[src/rtl/uart_pkg.sv]
// Shared types and helpers for the parametrised UART receiver.
package uart_pkg;

    typedef enum logic [2:0] {
        IDLE   = 3'd0,
        START  = 3'd1,
        DATA   = 3'd2,
        PARITY = 3'd3,
        STOP   = 3'd4
    } rx_state_e;

    typedef struct packed {
        logic [31:0] cnt_max;
        logic [31:0] mid;
    } baud_cfg_t;

    // Bit period in sys_clk cycles and the centre sample point within it.
    function automatic baud_cfg_t baud_cfg(input int unsigned clk_freq, input int unsigned bps);
        baud_cfg_t cfg;
        cfg.cnt_max = 32'(clk_freq / bps);
        cfg.mid     = 32'((clk_freq / bps) / 2);
        return cfg;
    endfunction

    // Parity bit the transmitter should have sent; unused upper bits must be zero.
    function automatic logic parity_bit(input logic [7:0] data, input logic odd);
        return (^data) ^ odd;
    endfunction

endpackage

[src/rtl/uart_maj3_sampler.sv]
// RX synchroniser, falling-edge detect and 3-sample majority vote around the bit centre.
module uart_maj3_sampler #(
    parameter int unsigned CNT_W = 9,
    parameter int unsigned MID   = 217
) (
    input  logic             sys_clk,
    input  logic             sys_rst,
    input  logic             rx,
    input  logic [CNT_W-1:0] baud_cnt,
    output logic             start_fall,
    output logic             bit_val,
    output logic             bit_tick
);

    logic rx_meta;
    logic rx_sync;
    logic rx_prev;
    logic samp_a;
    logic samp_b;

    always_ff @(posedge sys_clk) begin
        if (sys_rst) begin
            rx_meta <= 1'b1;
            rx_sync <= 1'b1;
            rx_prev <= 1'b1;
        end else begin
            rx_meta <= rx;
            rx_sync <= rx_meta;
            rx_prev <= rx_sync;
        end
    end

    // First two votes are captured early; the third is the live sample at the tick.
    always_ff @(posedge sys_clk) begin
        if (sys_rst) begin
            samp_a <= 1'b1;
            samp_b <= 1'b1;
        end else begin
            if (baud_cnt == CNT_W'(MID - 1)) samp_a <= rx_sync;
            if (baud_cnt == CNT_W'(MID))     samp_b <= rx_sync;
        end
    end

    assign start_fall = rx_prev & ~rx_sync;
    assign bit_tick   = (baud_cnt == CNT_W'(MID + 1));
    assign bit_val    = (samp_a & samp_b) | (samp_a & rx_sync) | (samp_b & rx_sync);

endmodule

[src/rtl/uart_rx_frame.sv]
// Parametrised UART receiver with valid/ready output and framing/parity/overrun status.
// Define UART_RX_PARITY_EN to expect a parity bit after the data bits.
module uart_rx_frame
    import uart_pkg::*;
#(
    parameter int unsigned UART_BPS   = 115200,
    parameter int unsigned CLK_FREQ   = 50_000_000,
    parameter int unsigned DATA_BITS  = 8,
    parameter int unsigned STOP_BITS  = 1,
    parameter int unsigned PARITY_ODD = 0
) (
    input  logic                 sys_clk,
    input  logic                 sys_rst,
    input  logic                 rx,
    output logic [DATA_BITS-1:0] po_data,
    output logic                 po_valid,
    input  logic                 po_ready,
    output logic                 frame_err,
    output logic                 parity_err,
    output logic                 overrun
);

    localparam baud_cfg_t   BAUD_CFG     = baud_cfg(CLK_FREQ, UART_BPS);
    localparam int unsigned BAUD_CNT_MAX = BAUD_CFG.cnt_max;
    localparam int unsigned MID          = BAUD_CFG.mid;
    localparam int unsigned CNT_W        = $clog2(BAUD_CNT_MAX);
    localparam int unsigned BIT_W        = 3;

    if (DATA_BITS < 5 || DATA_BITS > 8) begin : g_bad_data_bits
        $error("uart_rx_frame: DATA_BITS must be 5..8");
    end
    if (STOP_BITS < 1 || STOP_BITS > 2) begin : g_bad_stop_bits
        $error("uart_rx_frame: STOP_BITS must be 1 or 2");
    end
    if (PARITY_ODD > 1) begin : g_bad_parity_odd
        $error("uart_rx_frame: PARITY_ODD must be 0 or 1");
    end
    if (BAUD_CNT_MAX < 4) begin : g_bad_baud
        $error("uart_rx_frame: CLK_FREQ/UART_BPS too small for 3-sample voting");
    end

    rx_state_e            state_q;
    rx_state_e            state_d;
    logic [CNT_W-1:0]     baud_cnt;
    logic [BIT_W-1:0]     bit_cnt;
    logic [DATA_BITS-1:0] shreg;
    logic                 stop_err;
    logic                 start_fall;
    logic                 bit_val;
    logic                 bit_tick;
    logic                 shift_c;
    logic                 stop_tick_c;
    logic                 load_c;
    logic                 accept_c;
    logic                 drop_c;
`ifdef UART_RX_PARITY_EN
    logic                 par_tick_c;
    logic                 par_err_q;
`endif

    uart_maj3_sampler #(
        .CNT_W (CNT_W),
        .MID   (MID)
    ) u_sampler (
        .sys_clk    (sys_clk),
        .sys_rst    (sys_rst),
        .rx         (rx),
        .baud_cnt   (baud_cnt),
        .start_fall (start_fall),
        .bit_val    (bit_val),
        .bit_tick   (bit_tick)
    );

    always_ff @(posedge sys_clk) begin
        if (sys_rst) state_q <= IDLE;
        else         state_q <= state_d;
    end

    always_comb begin
        state_d     = state_q;
        shift_c     = 1'b0;
        stop_tick_c = 1'b0;
        load_c      = 1'b0;
`ifdef UART_RX_PARITY_EN
        par_tick_c  = 1'b0;
`endif
        case (state_q)
            IDLE: begin
                if (start_fall) state_d = START;
            end
            START: begin
                if (bit_tick) state_d = bit_val ? IDLE : DATA;
            end
            DATA: begin
                if (bit_tick) begin
                    shift_c = 1'b1;
                    if (bit_cnt == BIT_W'(DATA_BITS - 1)) begin
`ifdef UART_RX_PARITY_EN
                        state_d = PARITY;
`else
                        state_d = STOP;
`endif
                    end
                end
            end
`ifdef UART_RX_PARITY_EN
            PARITY: begin
                if (bit_tick) begin
                    par_tick_c = 1'b1;
                    state_d    = STOP;
                end
            end
`endif
            STOP: begin
                // Leave at the last stop-bit centre so the next start edge is not missed.
                if (bit_tick) begin
                    stop_tick_c = 1'b1;
                    if (bit_cnt == BIT_W'(STOP_BITS - 1)) begin
                        load_c  = 1'b1;
                        state_d = IDLE;
                    end
                end
            end
            default: state_d = IDLE;
        endcase
    end

    assign accept_c = load_c & ~(po_valid & ~po_ready);
    assign drop_c   = load_c &  (po_valid & ~po_ready);

    always_ff @(posedge sys_clk) begin
        if (sys_rst || state_q == IDLE)               baud_cnt <= '0;
        else if (baud_cnt == CNT_W'(BAUD_CNT_MAX - 1)) baud_cnt <= '0;
        else                                           baud_cnt <= baud_cnt + CNT_W'(1);
    end

    // Bit index within the current state; restarts on every state change.
    always_ff @(posedge sys_clk) begin
        if (sys_rst || state_d != state_q) bit_cnt <= '0;
        else if (shift_c || stop_tick_c)   bit_cnt <= bit_cnt + BIT_W'(1);
    end

    always_ff @(posedge sys_clk) begin
        if (sys_rst)      shreg <= '0;
        else if (shift_c) shreg <= {bit_val, shreg[DATA_BITS-1:1]};
    end

    always_ff @(posedge sys_clk) begin
        if (sys_rst || state_q != STOP)  stop_err <= 1'b0;
        else if (stop_tick_c && !bit_val) stop_err <= 1'b1;
    end

    always_ff @(posedge sys_clk) begin
        if (sys_rst) begin
            po_data   <= '0;
            po_valid  <= 1'b0;
            frame_err <= 1'b0;
            overrun   <= 1'b0;
        end else begin
            overrun <= drop_c;
            if (accept_c) begin
                po_data   <= shreg;
                po_valid  <= 1'b1;
                frame_err <= stop_err | ~bit_val;
            end else if (po_valid && po_ready) begin
                po_valid  <= 1'b0;
                frame_err <= 1'b0;
            end
        end
    end

`ifdef UART_RX_PARITY_EN
    always_ff @(posedge sys_clk) begin
        if (sys_rst || state_q == START) par_err_q <= 1'b0;
        else if (par_tick_c)             par_err_q <= (bit_val != parity_bit(8'(shreg), PARITY_ODD != 0));
    end

    always_ff @(posedge sys_clk) begin
        if (sys_rst)                     parity_err <= 1'b0;
        else if (accept_c)               parity_err <= par_err_q;
        else if (po_valid && po_ready)   parity_err <= 1'b0;
    end
`else
    assign parity_err = 1'b0;
`endif

endmodule

[config.mk]
export PLATFORM = sky130hd
export DESIGN_NAME = uart_rx_frame
export DESIGN_NICKNAME = d
export VERILOG_FILES = /design/src/rtl/uart_pkg.sv /design/src/rtl/uart_maj3_sampler.sv /design/src/rtl/uart_rx_frame.sv
export SDC_FILE = /design/constraint.sdc
export NUM_CORES = 1
export LEC_CHECK = 0
export CORE_MARGIN = 8
export CORE_UTILIZATION = 56
export DETAILED_ROUTE_END_ITERATION = 8
export PLACE_DENSITY = 0.85
export SLEW_MARGIN = 30
export SYNTH_ARGS = -nofsm -noshare
export SYNTH_HDL_FRONTEND = slang
export SYNTH_SLANG_ARGS = --single-unit
[constraint.sdc]
create_clock -name sys_clk -period 1.85 [get_ports sys_clk]
set_input_delay 0.37 -clock sys_clk [delete_from_list [all_inputs] [get_ports sys_clk]]
set_output_delay 0.37 -clock sys_clk [all_outputs]
set_load 0.02 [all_outputs]
==> results of run 1 <==
[synthesized netlist by cell type, types with 2 or more instances]
library cell	instances	area, um2
o21ai_0	9	45.0
o211ai_1	2	15.0
xor2_1	4	35.0
nor2b_1	2	12.5
a21oi_1	20	100
or2_2	2	12.5
a31oi_1	2	12.5
and4bb_2	2	25.0
nand4_1	2	12.5
buf_4	4	30.0
buf_2	3	15.0
nand3_1	24	120
inv_1	8	30.0
ha_1	7	87.6
and3_1	2	12.5
xnor2_1	5	43.8
nor3_1	7	35.0
mux2i_1	2	20.0
nand2_1	16	60.1
dfxtp_1	40	801
nor3b_1	4	30.0
clkbuf_1	5	18.8
nor2_1	13	48.8
[cell type report]
| class | instances | area [um2] | area share |
|---|---|---|---|
| clock buffer | 7 | 65.1 | 0.0308 |
| clock inverter | 1 | 30.0 | 0.0142 |
| inverter | 8 | 30.0 | 0.0142 |
| multi-input combinational | 143 | 935 | 0.442 |
| sequential | 40 | 801 | 0.378 |
| tap | 44 | 55.1 | 0.0260 |
| timing repair buffer | 22 | 200 | 0.0946 |
[power by group]
part	total, W	switching [W]	internal [W]
sequential	0.000870	0.00000425	0.000865
clock	0.000638	0.000279	0.000359
combinational	0.0000361	0.0000220	0.0000140
[cell families after synthesis]
family	count (synthesis)
mux	2
other cells	1
compound gates	38
buf+inv	21
flops	40
simple gates	85
xor+xnor	9
fa+ha+maj	8
[stage by stage]
step | utilization | cells | hold slack [ns]
2_1_floorplan | - | 204 | 0.389
6_report | 0.687 | 265 | 0.427
3_5_place_dp | 0.657 | 257 | 0.407
5_1_grt | 0.687 | 265 | 0.445
3_3_place_gp | 0.657 | 257 | 0.394
4_1_cts | 0.687 | 265 | 0.433
[how the worst max path moves through the flow]
stage / cells after the start / slack, ns / endpoint / startpoint
2_1_floorplan: 7 / 0.34 / po_data[0] / baud_cnt[0]
3_3_place_gp: 5 / 0.14 / frame_err / po_ready
3_5_place_dp: 5 / 0.1 / frame_err / po_ready
4_1_cts: 1 / 0.14 / po_valid / po_valid
5_1_grt: 7 / 0.02 / po_data[0] / baud_cnt[0]
6_report: 1 / 0.15 / po_valid / po_valid
[metal layers]
| metal | vias up | wire [um] | share of wire |
|---|---|---|---|
| li1 | 748 | - | - |
| met1 | 672 | 1530 | 0.44 |
| met2 | 30 | 1720 | 0.50 |
| met3 | 3 | 172 | 0.050 |
| met4 | 0 | 27 | 0.0078 |
| met5 | - | 0 | 0 |
[registers in the layout (all words and copies together) (netlist names)]
signal / flops
u_sampler.samp_b: 1
state_q: 3
u_sampler.rx_sync: 1
bit_cnt: 3
shreg: 8
stop_err: 1
baud_cnt: 9
u_sampler.rx_prev: 1
u_sampler.samp_a: 1
frame_err: 1
u_sampler.rx_meta: 1
po_data: 8
overrun: 1
po_valid: 1
==> results.tsv, run 1 <==
stage	metric	value	unit
detailed_routing	drc_errors	0	
placed_design	place_ws	0.0972	ns
setup_path	r2r_slack	0.17	ns
placed_design	port_buffers	14	
timing	tightest_slew	0.572	ns
timing	period_share	0.920	
job	max_cap_violations	0	
timing	setup_violations	0	
hold_path	hold_depth	1	
power_and_ir_drop	vdd_ir_drop_max	0.628	mV
finish	area_growth	15.3	%
setup_path	start_kind	register	
floorplan	die_h	73.2	um
synthesis	ys_seq_elements	40	
synthesis	ys_async_sr_fraction	0	
clocking	cts-root-buf	clkbuf_4	
timing	timing.final.crit_period	1.70	ns
setup_path	worstPathMaxFanout	4	
global_routing	grt_pass1_vias	1358	
setup_path	crit_path_end_kind	output port	
hold_path	min-delay-start	u_sampler.rx_meta	
global_routing	grt_use_met2	0.233	
timing	slew_viol_final	0	
setup_path	worstPathArrival	1.33	ns
synthesis	netlist_instances	204	
finish	nFillCells	259	
detailed_routing	avgViaCountPerCell	5.48	
global_routing	antenna_found_initial	0	
clocking	cts_setup_buffers	0	
placed_design	place_congestion	0.785	
setup_path	timing.rr.end	po_data[0]	
placed_design	placed_cell_area	0.00202	mm2
detailed_routing	drt_wl_total	3450	um
global_routing	use_met3	0.0316	
clocking	cts_tree	yes	
clocking	ctsHtreeMaxLevel	2	
timing	setup-tns-final	0	ns
timing	hold_viol	0	
detailed_routing	dr.pass1.iters	4	
finish	diodes	0	
synthesis	synth_top_flop_cell	dfxtp_1	
setup_path	reg2reg_depth	7	
finish	finalNetCount	231	
power_and_ir_drop	p_total	0.00154	W
setup_path	worstPathRequired	1.48	ns
detailed_routing	drtAntennaViolNets	0	
global_routing	busiest_layer	met2	
finish	final_common_cell	dfxtp_1	
floorplan	placement_rows	20	
detailed_routing	wl_per_cell	13.0	um
synthesis	syn_nets	215	
detailed_routing	vias	1453	
clocking	cts_buffer_depth	2	
setup_path	crit_chain	clkdlybuf4s50_1	
synthesis	synth_top_family_by_area	simple AND/OR/NAND/NOR gates	
timing	skew	0.00828	ns
setup_path	slowest_stage	clkdlybuf4s50_1	
synthesis	ys_warn_count	0	
clocking	clkLatencyLatePin	0.35	ns
synthesis	netlist_area	0.00183	mm2
power_and_ir_drop	p_leak	0.741	nW
global_routing	grt_overflow	0	
floorplan	start_util	0.596	
timing	max_freq	0.588	GHz
floorplan	fp.dieW	73.2	um
setup_path	timing.rr.start	baud_cnt[0]	
synthesis	synth_compound_area_frac	0.117	
finish	final_cell_mix	dfxtp_1, nand3_1, a21oi_1	
timing	rsz0062_at_grt	false	
finish	fin_area	0.00212	mm2
floorplan	core-area	0.00308	mm2
global_routing	grt_max_degree	24	
clocking	cts.clk_slew.worst_paths	0.11	ns
setup_path	path_class	reg -> out	
synthesis	synth_edf_count	0	
global_routing	grt_usage	0.138	
placed_design	hpwl	2460	um
setup_path	path_delay_family	buffers and inverters	
timing	layout_setup_ws	0.148	ns
synthesis	netlist-cell-type-count	42	
clocking	cts_made_buffers	5	
detailed_routing	drt_iter0_drc	129	
power_and_ir_drop	powerDensity	730	mW/mm2
finish	layout-drive-gt1-share	0.122	
clocking	post_cts_resized	0	
hold_path	holdPathEnd	u_sampler.rx_sync	
setup_path	critPathBufInv	1	
synthesis	synthXorXnorAreaFrac	0.0430	
clocking	cts-hold-fix-buffers	0	
synthesis	synthAdderAreaFrac	0.0532	
synthesis	yosysSeqAreaShare	0.437	
synthesis	synthMuxAreaShare	0.0109	
timing	slew_headroom	0.618	
clocking	clock-sinks	40	
floorplan	ioPinCount	16	
hold_path	holdCritPathClass	reg -> reg	
synthesis	syn_avg_cell_area	8.99	um2
floorplan	die-area	0.00536	mm2
status	status	finished clean	
global_routing	grtUsageMet1	0.157	
setup_path	max_stage_delay	0.62	ns
global_routing	grt_pass1_wl	5910	um
synthesis	synthSimpleGateAreaFrac	0.284	
Power figures use the tool's default switching activity.
==> run 2, diff against run 1 <==
GPL_ROUTABILITY_DRIVEN = 0   (was not set)
==> results of run 2 <==
Final layout, timing and power as in run 1 (identical DEF).
